## config.mk

```make
export PLATFORM = sky130hd
export DESIGN_NAME = fetch_seq_flat
export DESIGN_NICKNAME = d
export VERILOG_FILES = /design/src/rtl/fetch_seq_if.sv /design/src/rtl/fetch_seq.sv /design/src/flat_wrapper.sv
export SDC_FILE = /design/constraint.sdc
export NUM_CORES = 1
export LEC_CHECK = 0
export CORE_MARGIN = 3
export CORE_UTILIZATION = 30
export CTS_CLUSTER_DIAMETER = 30
export DETAILED_ROUTE_END_ITERATION = 12
export PLACE_DENSITY = 0.66
export SYNTH_ARGS = -nofsm -noshare
export SYNTH_HDL_FRONTEND = slang
export SYNTH_SLANG_ARGS = --single-unit
```

## constraint.sdc

```tcl
create_clock -name clk -period 1.45 [get_ports clk]
set_input_delay 0.29 -clock clk [delete_from_list [all_inputs] [get_ports clk]]
set_output_delay 0.29 -clock clk [all_outputs]
set_load 0.1 [all_outputs]
```

## src/rtl/fetch_seq_if.sv

```systemverilog
// Handshake and register-transfer strobe bundle between the control unit, datapath and fetch_seq.
// The slave modport is the fetch sequencer's view; master is the surrounding control/datapath view.
interface fetch_seq_if #(
  parameter int unsigned WORDS = 2
);
  logic             start;
  logic             abort;
  logic             MFC;
  logic             PC_read;
  logic             MAR_write;
  logic             MAR_mem_read;
  logic             MEM_RW;
  logic             MEM_EN;
  logic             MDR_mem_write;
  logic             MDR_read;
  logic [WORDS-1:0] IR_write;
  logic             PC_increment;
  logic             busy;
  logic             done;
  logic             err;

  modport master (
    output start, abort, MFC,
    input  PC_read, MAR_write, MAR_mem_read, MEM_RW, MEM_EN, MDR_mem_write, MDR_read,
    input  IR_write, PC_increment, busy, done, err
  );

  modport slave (
    input  start, abort, MFC,
    output PC_read, MAR_write, MAR_mem_read, MEM_RW, MEM_EN, MDR_mem_write, MDR_read,
    output IR_write, PC_increment, busy, done, err
  );
endinterface

```

## src/rtl/fetch_seq.sv

```systemverilog
// Multi-word instruction fetch sequencer: one bus read per word, bounded MFC wait with timeout,
// abort back to idle. Outputs are Moore-decoded from the state register.
module fetch_seq #(
  parameter int unsigned WORDS    = 2,
  parameter int unsigned WAIT_W   = 4,
  parameter int unsigned WAIT_MAX = 15
) (
  input logic         clk,
  input logic         reset,
  fetch_seq_if.slave  bus
);

  localparam int unsigned IdxW = (WORDS > 1) ? $clog2(WORDS) : 1;
  localparam logic [IdxW-1:0]   IdxLast  = IdxW'(WORDS - 1);
  // Only meaningful when the timeout is enabled.
  localparam logic [WAIT_W-1:0] WaitLast = (WAIT_MAX == 0) ? '0 : WAIT_W'(WAIT_MAX - 1);

  typedef enum logic [2:0] {
    StIdle,
    StAddr,
    StRead,
    StWait,
    StLatch,
    StLoad,
    StDone,
    StErr
  } state_e;

  state_e            state_q, state_d;
  logic [IdxW-1:0]   idx_q, idx_d;
  logic [WAIT_W-1:0] wait_q, wait_d;

  always_ff @(posedge clk or negedge reset) begin
    if (!reset) begin
      state_q <= StIdle;
      idx_q   <= '0;
      wait_q  <= '0;
    end else begin
      state_q <= state_d;
      idx_q   <= idx_d;
      wait_q  <= wait_d;
    end
  end

  always_comb begin
    state_d = state_q;
    idx_d   = idx_q;
    wait_d  = wait_q;
    case (state_q)
      StIdle: begin
        if (bus.start) begin
          state_d = StAddr;
          idx_d   = '0;
        end
      end
      StAddr: state_d = StRead;
      StRead: begin
        state_d = StWait;
        wait_d  = '0;
      end
      StWait: begin
        // MFC wins over a timeout landing in the same cycle.
        if (bus.MFC) begin
          state_d = StLatch;
        end else if ((WAIT_MAX != 0) && (wait_q == WaitLast)) begin
          state_d = StErr;
        end else if (wait_q != '1) begin
          wait_d = wait_q + 1'b1;
        end
      end
      StLatch: state_d = StLoad;
      StLoad: begin
        if (idx_q == IdxLast) begin
          state_d = StDone;
        end else begin
          idx_d   = idx_q + 1'b1;
          state_d = StAddr;
        end
      end
      StDone:  state_d = StIdle;
      StErr:   state_d = StIdle;
      default: state_d = StIdle;
    endcase
    if ((state_q != StIdle) && bus.abort) begin
      state_d = StIdle;
    end
  end

  always_comb begin
    bus.PC_read       = 1'b0;
    bus.MAR_write     = 1'b0;
    bus.MAR_mem_read  = 1'b0;
    bus.MEM_RW        = 1'b0;
    bus.MEM_EN        = 1'b0;
    bus.MDR_mem_write = 1'b0;
    bus.MDR_read      = 1'b0;
    bus.IR_write      = '0;
    bus.PC_increment  = 1'b0;
    bus.done          = 1'b0;
    bus.err           = 1'b0;
    bus.busy          = (state_q != StIdle);
    case (state_q)
      StAddr: begin
        bus.PC_read   = 1'b1;
        bus.MAR_write = 1'b1;
      end
      StRead: begin
        bus.MAR_mem_read = 1'b1;
        bus.MEM_RW       = 1'b1;
        bus.MEM_EN       = 1'b1;
      end
      StWait: begin
        bus.MEM_RW = 1'b1;
        bus.MEM_EN = 1'b1;
      end
      StLatch: bus.MDR_mem_write = 1'b1;
      StLoad: begin
        bus.MDR_read         = 1'b1;
        bus.IR_write[idx_q]  = 1'b1;
        bus.PC_increment     = 1'b1;
      end
      StDone:  bus.done = 1'b1;
      StErr:   bus.err  = 1'b1;
      default: ;
    endcase
  end

endmodule

```

## src/flat_wrapper.sv

```systemverilog
// flat-port wrapper written by rule: the top's interface ports become plain ports
module fetch_seq_flat 
#(
  parameter int unsigned WORDS    = 2,
  parameter int unsigned WAIT_W   = 4,
  parameter int unsigned WAIT_MAX = 15
)
  (clk, reset, bus_start, bus_abort, bus_MFC, bus_PC_read, bus_MAR_write, bus_MAR_mem_read, bus_MEM_RW, bus_MEM_EN, bus_MDR_mem_write, bus_MDR_read, bus_IR_write, bus_PC_increment, bus_busy, bus_done, bus_err);
  fetch_seq_if #(.WORDS(WORDS)) bus_i ();
  input logic clk;
  input logic reset;
  input wire logic [$bits(bus_i.start)-1:0] bus_start;
  input wire logic [$bits(bus_i.abort)-1:0] bus_abort;
  input wire logic [$bits(bus_i.MFC)-1:0] bus_MFC;
  output wire logic [$bits(bus_i.PC_read)-1:0] bus_PC_read;
  output wire logic [$bits(bus_i.MAR_write)-1:0] bus_MAR_write;
  output wire logic [$bits(bus_i.MAR_mem_read)-1:0] bus_MAR_mem_read;
  output wire logic [$bits(bus_i.MEM_RW)-1:0] bus_MEM_RW;
  output wire logic [$bits(bus_i.MEM_EN)-1:0] bus_MEM_EN;
  output wire logic [$bits(bus_i.MDR_mem_write)-1:0] bus_MDR_mem_write;
  output wire logic [$bits(bus_i.MDR_read)-1:0] bus_MDR_read;
  output wire logic [$bits(bus_i.IR_write)-1:0] bus_IR_write;
  output wire logic [$bits(bus_i.PC_increment)-1:0] bus_PC_increment;
  output wire logic [$bits(bus_i.busy)-1:0] bus_busy;
  output wire logic [$bits(bus_i.done)-1:0] bus_done;
  output wire logic [$bits(bus_i.err)-1:0] bus_err;
  assign bus_i.start = bus_start;
  assign bus_i.abort = bus_abort;
  assign bus_i.MFC = bus_MFC;
  assign bus_PC_read = bus_i.PC_read;
  assign bus_MAR_write = bus_i.MAR_write;
  assign bus_MAR_mem_read = bus_i.MAR_mem_read;
  assign bus_MEM_RW = bus_i.MEM_RW;
  assign bus_MEM_EN = bus_i.MEM_EN;
  assign bus_MDR_mem_write = bus_i.MDR_mem_write;
  assign bus_MDR_read = bus_i.MDR_read;
  assign bus_IR_write = bus_i.IR_write;
  assign bus_PC_increment = bus_i.PC_increment;
  assign bus_busy = bus_i.busy;
  assign bus_done = bus_i.done;
  assign bus_err = bus_i.err;
  fetch_seq #(.WORDS(WORDS), .WAIT_W(WAIT_W), .WAIT_MAX(WAIT_MAX)) u_core (.clk(clk), .reset(reset), .bus(bus_i));
endmodule
```

# After elaboration in Yosys (flattened, before gate mapping)
# Cells that the tools add are included.
# Widths: inputs -> output; s select.
[totals]
register_bits = 8
elab_cells = 56
[classes]
n_reduce_logical = 11
eq_ne = 15
n_lt_le_gt_ge = 2
n_mux = 23
add_sub_neg = 2
[ops]
columns = ["operator", "count"]
rows = [
  ["$pmux 3 s7", 1],
  ["$mux 3", 5],
  ["$eq 3x3->1 const B", 4],
  ["$mux 4", 3],
  ["$mux 1", 10],
  ["$pmux 4 s2", 1],
  ["$eq 3x2->1 const B", 2],
  ["$ne 2x2->1 const B", 3],
  ["$add 4x1->4 const B", 1],
  ["$eq 4x4->1 const B", 1],
  ["$ne 4x2->1 const B", 1],
  ["$ne 4x4->1 const B", 1],
  ["$reduce_and 2->1", 2],
  ["$reduce_and 4->1", 1],
  ["$reduce_bool 2->1", 2],
  ["$reduce_or 2->1", 2],
  ["$eq 3x1->1 const B", 1],
  ["$logic_not 3->1", 1],
  ["$ne 3x2->1 const B", 1],
  ["$reduce_bool 3->1", 1],
  ["$logic_and 1x1->1", 2],
  ["$lt 1x2->1 const B", 1],
  ["$mux 2", 1],
  ["$ne 2x1->1 const B", 1],
  ["4 further kinds", 4],
]

# Logic depth before layout (Yosys ltp)
[logic_depth]
ltp_word = 5
ltp_mapped = 6
mapped_depth_nobuf = 5

# Worst setup path after synthesis
# No wires, ideal clock.
[synth_path]
kind = "register -> output"
from = "reg u_core.state_q[0]"
to = "out bus_PC_read"
path_stages_with_launch = 5
setup_slack_ns = -2.354
t_required_ns = 1.160
path_buffers = 3
t_arrival_ns = 3.514
cell_sequence = "dfrtp_1 > buf_2 > buf_2 > nor3b_1 > buf_4"
[synth_via]
elab_chain_cells = 2
[synth_rtl]
columns = ["element", "line_no", "source"]
rows = [
  ["start, declared", "fetch_seq.sv:29", "state_e state_q, state_d;"],
  ["start signal, assigned", "fetch_seq.sv:35", "state_q <= StIdle;"],
  ["start signal, assigned", "fetch_seq.sv:39", "state_q <= state_d;"],
  ["$eq 3x1->1", "-", ""],
  ["$mux 1", "-", ""],
  ["end, declared", "flat_wrapper.sv:15", "output wire logic [$bits(bus_i.PC_read)-1:0] bus_PC_read;"],
]
# No other way between the ends.

# Final worst setup path
[layout_path]
from = "reg u_core.state_q[2]"
to = "out bus_PC_read"
[layout_via]
elab_chain_cells = 2
[layout_rtl]
columns = ["element", "line_no", "source"]
rows = [
  ["$eq 3x1->1", "fetch_seq.sv:102", "case (state_q)"],
  ["$mux 1", "fetch_seq.sv:102", ""],
]
# No other way between the ends.

==> impl_metrics.toml <==
[place]
dp_hpwl_microns = 1300
io_buffers = 17
gp_congestion = 0.836
place_area_sq_um = 1080

[floorplan]
dieArea_sq_um = 2660
num_rows = 15
ios = 18
start_util_pct = 33.9
die_y_microns = 51.6
core_area_sq_um = 1840
die_w_microns = 51.6

[power]
p_leak_nw = 0.551
powerDensity_nw_per_um2 = 2120
max-vdd-ir-drop_mv = 1.11
finalPower_mw = 2.59

[detailed_routing]
via_per_inst = 4.89
drtIter0Drc = 9
drc_errors = 0
routed_wl_microns = 1800
avgRoutedWirePerCell_microns = 13.7
via_count = 641
antenna_left = 0
drt_pass1_iterations = 3

[cts]
root_buffer = "clkbuf_4"
cts_buffer_depth = 2
cts-buffers-inserted = 3
clk_latency_ps = 260
tritoncts = "done"
cts.sinks = 8
clkTransAtPathRegs_ps = 60
htree_num_levels = 1

[critical_path]
criticalPathCategory = "flip-flop to primary output"
r2r_setup_slack_ps = 0
crit_path_start_kind = "flip-flop"
cp.required_ps = 1160
critPathArrivalTime_ps = 1370
slowest_stage = "dfrtp_2"
critPathCaptureType = "primary output"
critical_path_depth = 3
crit_buf_inv = 2
path_cells = "buf_6 > nor3b_4 > buf_12"
path_max_fanout = 4
cp_slowest_stage_delay_ps = 450
r2r.worst_path.cells = 4
critical-path-top-delay-family = "flip-flops"

[grt]
grt_max_degree = 9
grtUsageTotal_pct = 13.8
antenna_found_initial = 0
grt_pass1_wl_microns = 2700
grt_overflow = 0
grt_pass1_vias = 617

[cells_and_area]
drive_gt1_share_pct = 60.4
final_common_cell = "buf_4"
postLayoutCellArea_sq_um = 1220
nets = 115
nFillCells = 153
seq_area_sq_um = 204
antenna_cells = 0
layout.cells.most_common_list = "19 x buf_4, 14 x buf_12, 5 x dfrtp_1"
multiInputGateArea_sq_um = 419
syn_to_final_growth_pct = 95.8

[synth]
syn_nets = 78
ys_types = 33
ys_ff_latch = 8
ys_seq_area_share_pct = 32.1
synth.avg_cell_area_sq_um = 8.78
synth_cells = 71
yosys_warnings = 0
syn-cell-area_sq_um = 623

[timing]
hold_viol = 0
worst_pin_slew_ps = 365
slew_violations = 0
setup_viol = 14
clock.fmax_ghz = 0.604
rsz0062_at_grt = "yes"
fin_ws_ps = -206
worst_clock_skew_ps = 2.04
finalCriticalPeriod_ps = 1660
fin_crit_sh_pct = 114
relSlewSlack_pct = 75.4

[run_status]
violations = "negative setup slack"
outcome = "finished with violations"

[hold_path]
hold_class = "input pin to asynchronous set/reset pin"

[flow_run]
drv_cap = 0
[cells by family after synthesis]
family | synth area share, %
and+or+nand+nor | 26.7
DFF | 32.1
buffers and inverters | 12.0
AOI/OAI and AO/OA | 25.1
adders and majority gates | 4.02
[worst register-to-register path: cells and delay by family (launching register included)]
kind                     cells  cell delay [ps]
AO/OA/AOI/OAI                2              450
flip-flops                   1              420
AND/OR/NAND/NOR              1              270
adder cells (fa/ha/maj)      1              210
[worst paths after layout]
path                                     end              start
max                              bus_PC_read  u_core.state_q[2]
min                             u_core.idx_q              reset
max reg2reg                 u_core.wait_q[0]   u_core.wait_q[1]
max in group asynchronous  u_core.state_q[0]              reset
min reg2reg                     u_core.idx_q       u_core.idx_q
min in group clk                u_core.idx_q       u_core.idx_q
[synth_stat cells]
library cell / n / area, sq um
a2111oi_1: 1 / 10.0
a211o_1: 1 / 8.76
a21boi_2: 1 / 11.3
a21o_1: 1 / 7.51
a21oi_1: 3 / 15.0
a2bb2oi_1: 1 / 8.76
a31o_2: 1 / 8.76
a31oi_1: 1 / 6.26
and2_1: 2 / 12.5
and3_1: 1 / 6.26
buf_2: 6 / 30.0
buf_4: 3 / 22.5
dfrtp_1: 8 / 200
ha_1: 2 / 25.0
inv_1: 5 / 18.8
inv_2: 1 / 3.75
nand2_1: 5 / 18.8
nand2b_1: 2 / 12.5
nand3_1: 2 / 10.0
nand4b_1: 1 / 8.76
nand4bb_1: 1 / 11.3
nor2_1: 5 / 18.8
nor2b_1: 1 / 6.26
nor3_1: 2 / 10.0
nor3b_1: 4 / 30.0
nor3b_2: 1 / 12.5
o211a_1: 1 / 10.0
o211ai_1: 2 / 15.0
o21ai_0: 1 / 5.00
o311ai_2: 2 / 32.5
o32ai_1: 1 / 8.76
o41ai_1: 1 / 8.76
or2_4: 1 / 8.76
[registers in the layout, indices dropped and copies added, names as in the netlist]
signal,cells
u_core.state_q,3
u_core.wait_q,4
u_core.idx_q,1
[repair_timing]
| action | 4_1_cts | 5_1_grt |
|---|---|---|
| endpoints found under the setup margin | 15 | 15 |
| hold buffers | 0 | 0 |
| pin swaps | 6 | 9 |
| setup buffers | 2 | 6 |
| gates resized for setup | 10 | 5 |
[where the power goes]
group	total [mW]	switching [mW]	internal, mW
clock	0.177	0.0821	0.0951
sequential	0.403	0.103	0.299
combinational	2.01	1.14	0.868
total	2.59	1.33	1.26
[final cells by class]
type | instances | area share [%]
Timing Repair Buffer | 41 | 41.6
Multi-Input combinational cell | 48 | 34.4
Sequential cell | 8 | 16.7
Inverter | 6 | 2.87
Tap cell | 25 | 2.56
Clock buffer | 3 | 1.85
[metal layers]
| layer | part of all wire (%) | global-route usage (%) | vias to the layer above |
|---|---|---|---|
| met5 | 0 | 0 | - |
| met4 | 1.6 | 7.86 | 0 |
| met3 | 2.6 | 1.72 | 2 |
| met2 | 53 | 24.2 | 11 |
| met1 | 42 | 16.2 | 307 |
| li1 | - | - | 321 |
[metrics by stage]
step / util [%] / setup TNS [ps] / hold slack [ps] / worst slack [ps] / cells
5_1_grt: 66.3 / -2650 / 333 / -244 / 131
3_5_place_dp: 58.6 / -254 / 500 / -79.5 / 120
4_1_cts: 61.8 / -1870 / 319 / -198 / 125
6_report: 66.3 / -2030 / 307 / -206 / 131
3_3_place_gp: 58.6 / -66.7 / 489 / -30.1 / 120
2_1_floorplan: - / -4560 / -5.59 / -768 / 71
Power figures use the tool's default switching activity.
==> patch 1, RTL diff (config.mk and constraints unchanged) <==
Re-encode `state_e` (8 states) as one-hot, 8 bits wide.
--- a/src/rtl/fetch_seq.sv
+++ b/src/rtl/fetch_seq.sv
@@ -15,15 +15,15 @@
   // Only meaningful when the timeout is enabled.
   localparam logic [WAIT_W-1:0] WaitLast = (WAIT_MAX == 0) ? '0 : WAIT_W'(WAIT_MAX - 1);
 
-  typedef enum logic [2:0] {
-    StIdle,
-    StAddr,
-    StRead,
-    StWait,
-    StLatch,
-    StLoad,
-    StDone,
-    StErr
+  typedef enum logic [7:0] {
+    StIdle  = 8'b00000001,
+    StAddr  = 8'b00000010,
+    StRead  = 8'b00000100,
+    StWait  = 8'b00001000,
+    StLatch = 8'b00010000,
+    StLoad  = 8'b00100000,
+    StDone  = 8'b01000000,
+    StErr   = 8'b10000000
   } state_e;
 
   state_e            state_q, state_d;
Check against the original RTL: same outputs for any inputs over 10 cycles, from zero or initial values and one cycle with reset low; not proved beyond that.
==> patch 1 against the original RTL <==
  * The flow still finishes with violations (negative setup slack)
  * Sequential cell count rose by 5
  * Power decreased by 20%
  * Routed wire length increased by 53%
  * Synthesized area is 24% higher
  * Cell area increased by 42%
  * Fmax shrank 19%
  * First-iteration DRC count rose by 11%
  * Non-clock buffer count is 14 higher
  * Hold slack better by 0.0052 ns
  * Setup slack got worse by 0.38 ns
==> patch 1: results (changes against the original RTL) <==
* Status: complete, but fails checks (unchanged)
* Failing checks: negative setup slack (unchanged)
* TNS Setup at -9.17 ns (was -2.03 ns)
* Synth warn at 0 (unchanged)
* Setup ws final at -0.586 ns (was -0.206 ns)
* Slew @ Worst Pin at 0.286 ns (was 0.365 ns)
* First DRT Iteration DRCs at 10 (was 9)
* EDFF count, synth at 0 (unchanged)
* Register area share after synthesis at 42.3% (was 32.1%)
* R2R Setup Slk at -0.34 ns (was 0 ns)
* Largest registers in the final layout: u_core.state_q x8, u_core.wait_q x4, u_core.idx_q x1 (was u_core.wait_q x4, u_core.state_q x3, u_core.idx_q x1)
* CP Max Fanout at 4 (unchanged)
* Synth top cells by count: 12 x dfrtp_1, 6 x nor2b_1, 5 x nand2_1, 5 x nor2_1, 5 x nor3b_1 (was 8 x dfrtp_1, 6 x buf_2, 5 x inv_1, 5 x nand2_1, 5 x nor2_1)
* Worst-Skew Late Latency at 0.29 ns (was 0.26 ns)
* Clock skew at 0.00554 ns (was 0.00204 ns)
* Placement-stage worst setup slack at -0.298 ns (was -0.0795 ns)
* Syn nets at 88 (was 78)
* Critical Path Slowest Stage Cell: dfrtp_1 (was dfrtp_2)
* Peak VDD IR at 1530 uV (was 1110 uV)
* Crit path arrival time at 1.75 ns (was 1.37 ns)
* Placer Congestion at 0.802 (was 0.836)
* Synth cell types at 33 (unchanged)
* P_leak at 0.786 nW (was 0.551 nW)
* First-pass GRT wire length at 4110 microns (was 2700 microns)
* Synth area leaders: dfrtp_1 39%, nor2b_1 4.9%, nor3b_1 4.9%, dfstp_2 3.4%, and2_1 3.2% (was dfrtp_1 32%, o311ai_2 5.2%, buf_2 4.8%, nor3b_1 4.8%, ha_1 4.0%)
* Filler cells at 138 (was 153)
* Setup violators final at 26 (was 14)
* Pin count of the biggest net entering global routing at 14 (was 9)
* Vias in the first global route at 907 (was 617)
* Fin nets at 144 (was 115)
* PortBufs at 17 (unchanged)
* N_diodes at 0 (unchanged)
* H-tree levels at 1 (unchanged)
* Clock buffer count from CTS at 3 (unchanged)
* Clock-pin slew on the worst setup and hold paths at 0.10 ns (was 0.06 ns)
* Clock Tree Root: clkbuf_4 (unchanged)
* Crit path largest cell delay at 0.42 ns (was 0.45 ns)
* Max Root-Sink Buffers at 2 (unchanged)
* Share of cells above drive strength 1 at 74.3% (was 60.4%)
* Initial antenna violation count at 0 (unchanged)
* Hold WC Path Type: in -> async (unchanged)
* Via/cell ratio at 5.35 (was 4.89)
* Post-DP Area at 0.00137 sq mm (was 0.00108 sq mm)
* HPWL after DPL at 1660 microns (was 1300 microns)
* DR pass1 iterations at 4 (was 3)
* Final hold slack at 0.312 ns (was 0.307 ns)
* Ys async rst share at 100% (unchanged)
* Gr usage total at 16.4% (was 13.8%)
* Routed WL at 2740 microns (was 1800 microns)
[patch 1: layout make-up]
type                    instances  share of cell area [%]
clock inverters                 1                   0.288
repair buffers                 55                    36.7
multi-input cells              60                    38.9
clock buffers                   3                    1.30
flip-flops and latches         13                    18.9
well taps                      28                    2.02
inverters                       4                    1.80
[patch 1: what timing repair did]
item | CTS | global route
setup buffers | 9 | 10
pin swaps | 15 | 12
gates resized for setup | 27 | 30
setup endpoints to repair | 26 | 26
[patch 1: routing by layer]
metal  GRT usage (%)  share of wire [%]
met2            29.9                 50
met1            18.3                 43
met3            2.99                3.8
met5               0                  0
met4            7.12                3.5
[patch 1: path summary, 6_finish.rpt]
check / start / end / depth (start not counted)
min reg2reg: u_core.wait_q[1] / u_core.wait_q[1] / 2
min: reset / u_core.idx_q / 2
max reg2reg: u_core.state_q[5] / u_core.state_q[7] / 7
max in group asynchronous: reset / u_core.state_q[0] / 2
max: u_core.state_q[1] / bus_PC_increment / 5
min in group clk: u_core.wait_q[1] / u_core.wait_q[1] / 2
[patch 1: cell families (layout without fill, tap and decap cells)]
kind of cell               count (synthesis)  in the layout  share of synthesized area (%)
and+or+nand+nor                           40             40                           32.3
DFF                                       13             13                           42.3
buffers and inverters                      8             63                           5.35
muxes                                      1              1                           1.46
adders and majority gates                  2              2                           3.24
xor gates and xnor gates                   1              1                           1.13
AOI/OAI and AO/OA                         16             16                           14.3
[patch 1: critical path, delay by kind of cell (launching register included)]
family / cells / cell delay (ns)
buf+inv: 2 / 0.33
flops: 1 / 0.42
simple gates: 3 / 0.71
[patch 1: per-stage QoR]
stage	instances	utilization [%]
4_1_cts	160	68.4
6_report	164	74.9
3_5_place_dp	147	59.3
5_1_grt	164	74.9
2_1_floorplan	81	-
3_3_place_gp	147	59.3
[patch 1: report_power, final]
part | switching, mW | leakage, nW | total, mW | internal (mW)
sequential | 0.0355 | 0.174 | 0.434 | 0.399
combinational | 0.754 | 0.594 | 1.39 | 0.634
clock | 0.140 | 0.0177 | 0.243 | 0.103
==> patch 2, RTL diff (same settings) <==
Made on the original files. `WAIT_W` is set to 4 in 2 places; all go to 5.
--- a/src/rtl/fetch_seq.sv
+++ b/src/rtl/fetch_seq.sv
@@ -2,7 +2,7 @@
 // abort back to idle. Outputs are Moore-decoded from the state register.
 module fetch_seq #(
   parameter int unsigned WORDS    = 2,
-  parameter int unsigned WAIT_W   = 4,
+  parameter int unsigned WAIT_W   = 5,
   parameter int unsigned WAIT_MAX = 15
 ) (
   input logic         clk,
--- a/src/flat_wrapper.sv
+++ b/src/flat_wrapper.sv
@@ -2,7 +2,7 @@
 module fetch_seq_flat 
 #(
   parameter int unsigned WORDS    = 2,
-  parameter int unsigned WAIT_W   = 4,
+  parameter int unsigned WAIT_W   = 5,
   parameter int unsigned WAIT_MAX = 15
 )
   (clk, reset, bus_start, bus_abort, bus_MFC, bus_PC_read, bus_MAR_write, bus_MAR_mem_read, bus_MEM_RW, bus_MEM_EN, bus_MDR_mem_write, bus_MDR_read, bus_IR_write, bus_PC_increment, bus_busy, bus_done, bus_err);
Formal check against the unedited RTL: same outputs for any inputs over 10 cycles, from zero or initial values and one cycle with reset low; that may be too few to reach the edited logic, so the function may still have changed.
==> patch 2 against the original RTL <==
  * Sequential cell count is 1 higher
  * Cell area is 14% higher
  * Clock skew increased by 0.0017 ns
  * Combinational power grew 9%
  * The flow still finishes with violations (negative setup slack)
  * Via count up 19%
  * Die area up 9.2%
  * Final cell count up 14%
  * Power increased by 11%
  * Setup slack worse by 0.046 ns
  * Register-to-register slack lost 0.25 ns
  * Routed wire length is 23% higher
  * Critical endpoint is now u_core.wait_q[2]
  * Synthesized area up 10%
==> patch 2: results (changes against the original RTL) <==
* Status: complete, but fails checks (unchanged)
* Failing checks: negative setup slack (unchanged)
* Crit. Startpoint: u_core.wait_q[1] (was u_core.state_q[2])
* Post-Layout Cell Count at 149 (was 131)
* P_leak at 0.606 nW (was 0.551 nW)
* Pin count of the biggest net entering global routing at 14 (was 9)
* FP Rows at 16 (was 15)
* TNS Setup at -3.18 ns (was -2.03 ns)
* Buffering overhead at 40.4% (was 41.6%)
* Multi-Input Combinational at 58 (was 48)
* Worst reg-to-reg path cell count at 6 (was 4)
* Crit path largest cell delay at 0.39 ns (was 0.45 ns)
* Yosys reg bits at 9 (was 8)
* HPWL after DPL at 1470 microns (was 1300 microns)
* Placer Congestion at 0.813 (was 0.836)
* Fin nets at 131 (was 115)
* Peak VDD IR at 1430 uV (was 1110 uV)
* Syn nets at 87 (was 78)
* Vias in the first global route at 710 (was 617)
* Setup violators final at 18 (was 14)
* First DRT Iteration DRCs at 27 (was 9)
* Setup ws final at -0.252 ns (was -0.206 ns)
* Met2 wire len at 1120 microns (was 960 microns)
* ClkCell Share at 1.89% (was 1.85%)
* Multi-input gate area at 517 sq um (was 419 sq um)
* DR WL met3 at 101 microns (was 46 microns)
* First-pass GRT wire length at 3310 microns (was 2700 microns)
* Synth top cells by count: 13 x nand2_1, 9 x dfrtp_1, 5 x inv_1 (was 8 x dfrtp_1, 6 x buf_2, 5 x inv_1, 5 x nand2_1, 5 x nor2_1)
* Cells after DPL at 132 (was 120)
* Vias post-DR at 760 (was 641)
* Global Route met3 Usage at 3.32% (was 1.72%)
* Crit path arrival time at 1.91 ns (was 1.37 ns)
* Share of cells above drive strength 1 at 56.6% (was 60.4%)
* Met2 usage at 27.4% (was 24.2%)
* Critical Path Slowest Stage Cell: dfrtp_1 (was dfrtp_2)
* Clock skew at 0.00376 ns (was 0.00204 ns)
-- patch 2: worst min-delay path by stage --
stage	slack, ns	end
final	0.34	u_core.wait_q[4]
after global routing	0.35	u_core.wait_q[1]
after CTS	0.34	u_core.wait_q[4]
after detailed placement	0.56	u_core.idx_q
after global placement	0.55	u_core.idx_q
after floorplan	-0.006	u_core.idx_q
-- patch 2: what timing repair did --
action,CTS,global route
gates cloned,0,0
buffers inserted,7,8
gates resized for setup,7,13
pin swaps,6,10
setup endpoints to repair,17,19
-- patch 2: report_power, final --
group          internal (mW)  leakage [nW]  switching (mW)
Sequential             0.353         0.113           0.131
Combinational          0.954         0.478            1.23
Clock                  0.106        0.0150          0.0914
Total                   1.41         0.606            1.45
-- patch 2: logic make-up (layout without fill, tap and decap cells) --
group | Yosys count | count (layout) | share of synthesized area, %
fa+ha+maj | 3 | 3 | 5.46
flops | 9 | 9 | 32.7
buf+inv | 12 | 55 | 9.82
simple gates | 39 | 39 | 35.1
compound gates | 16 | 16 | 16.9
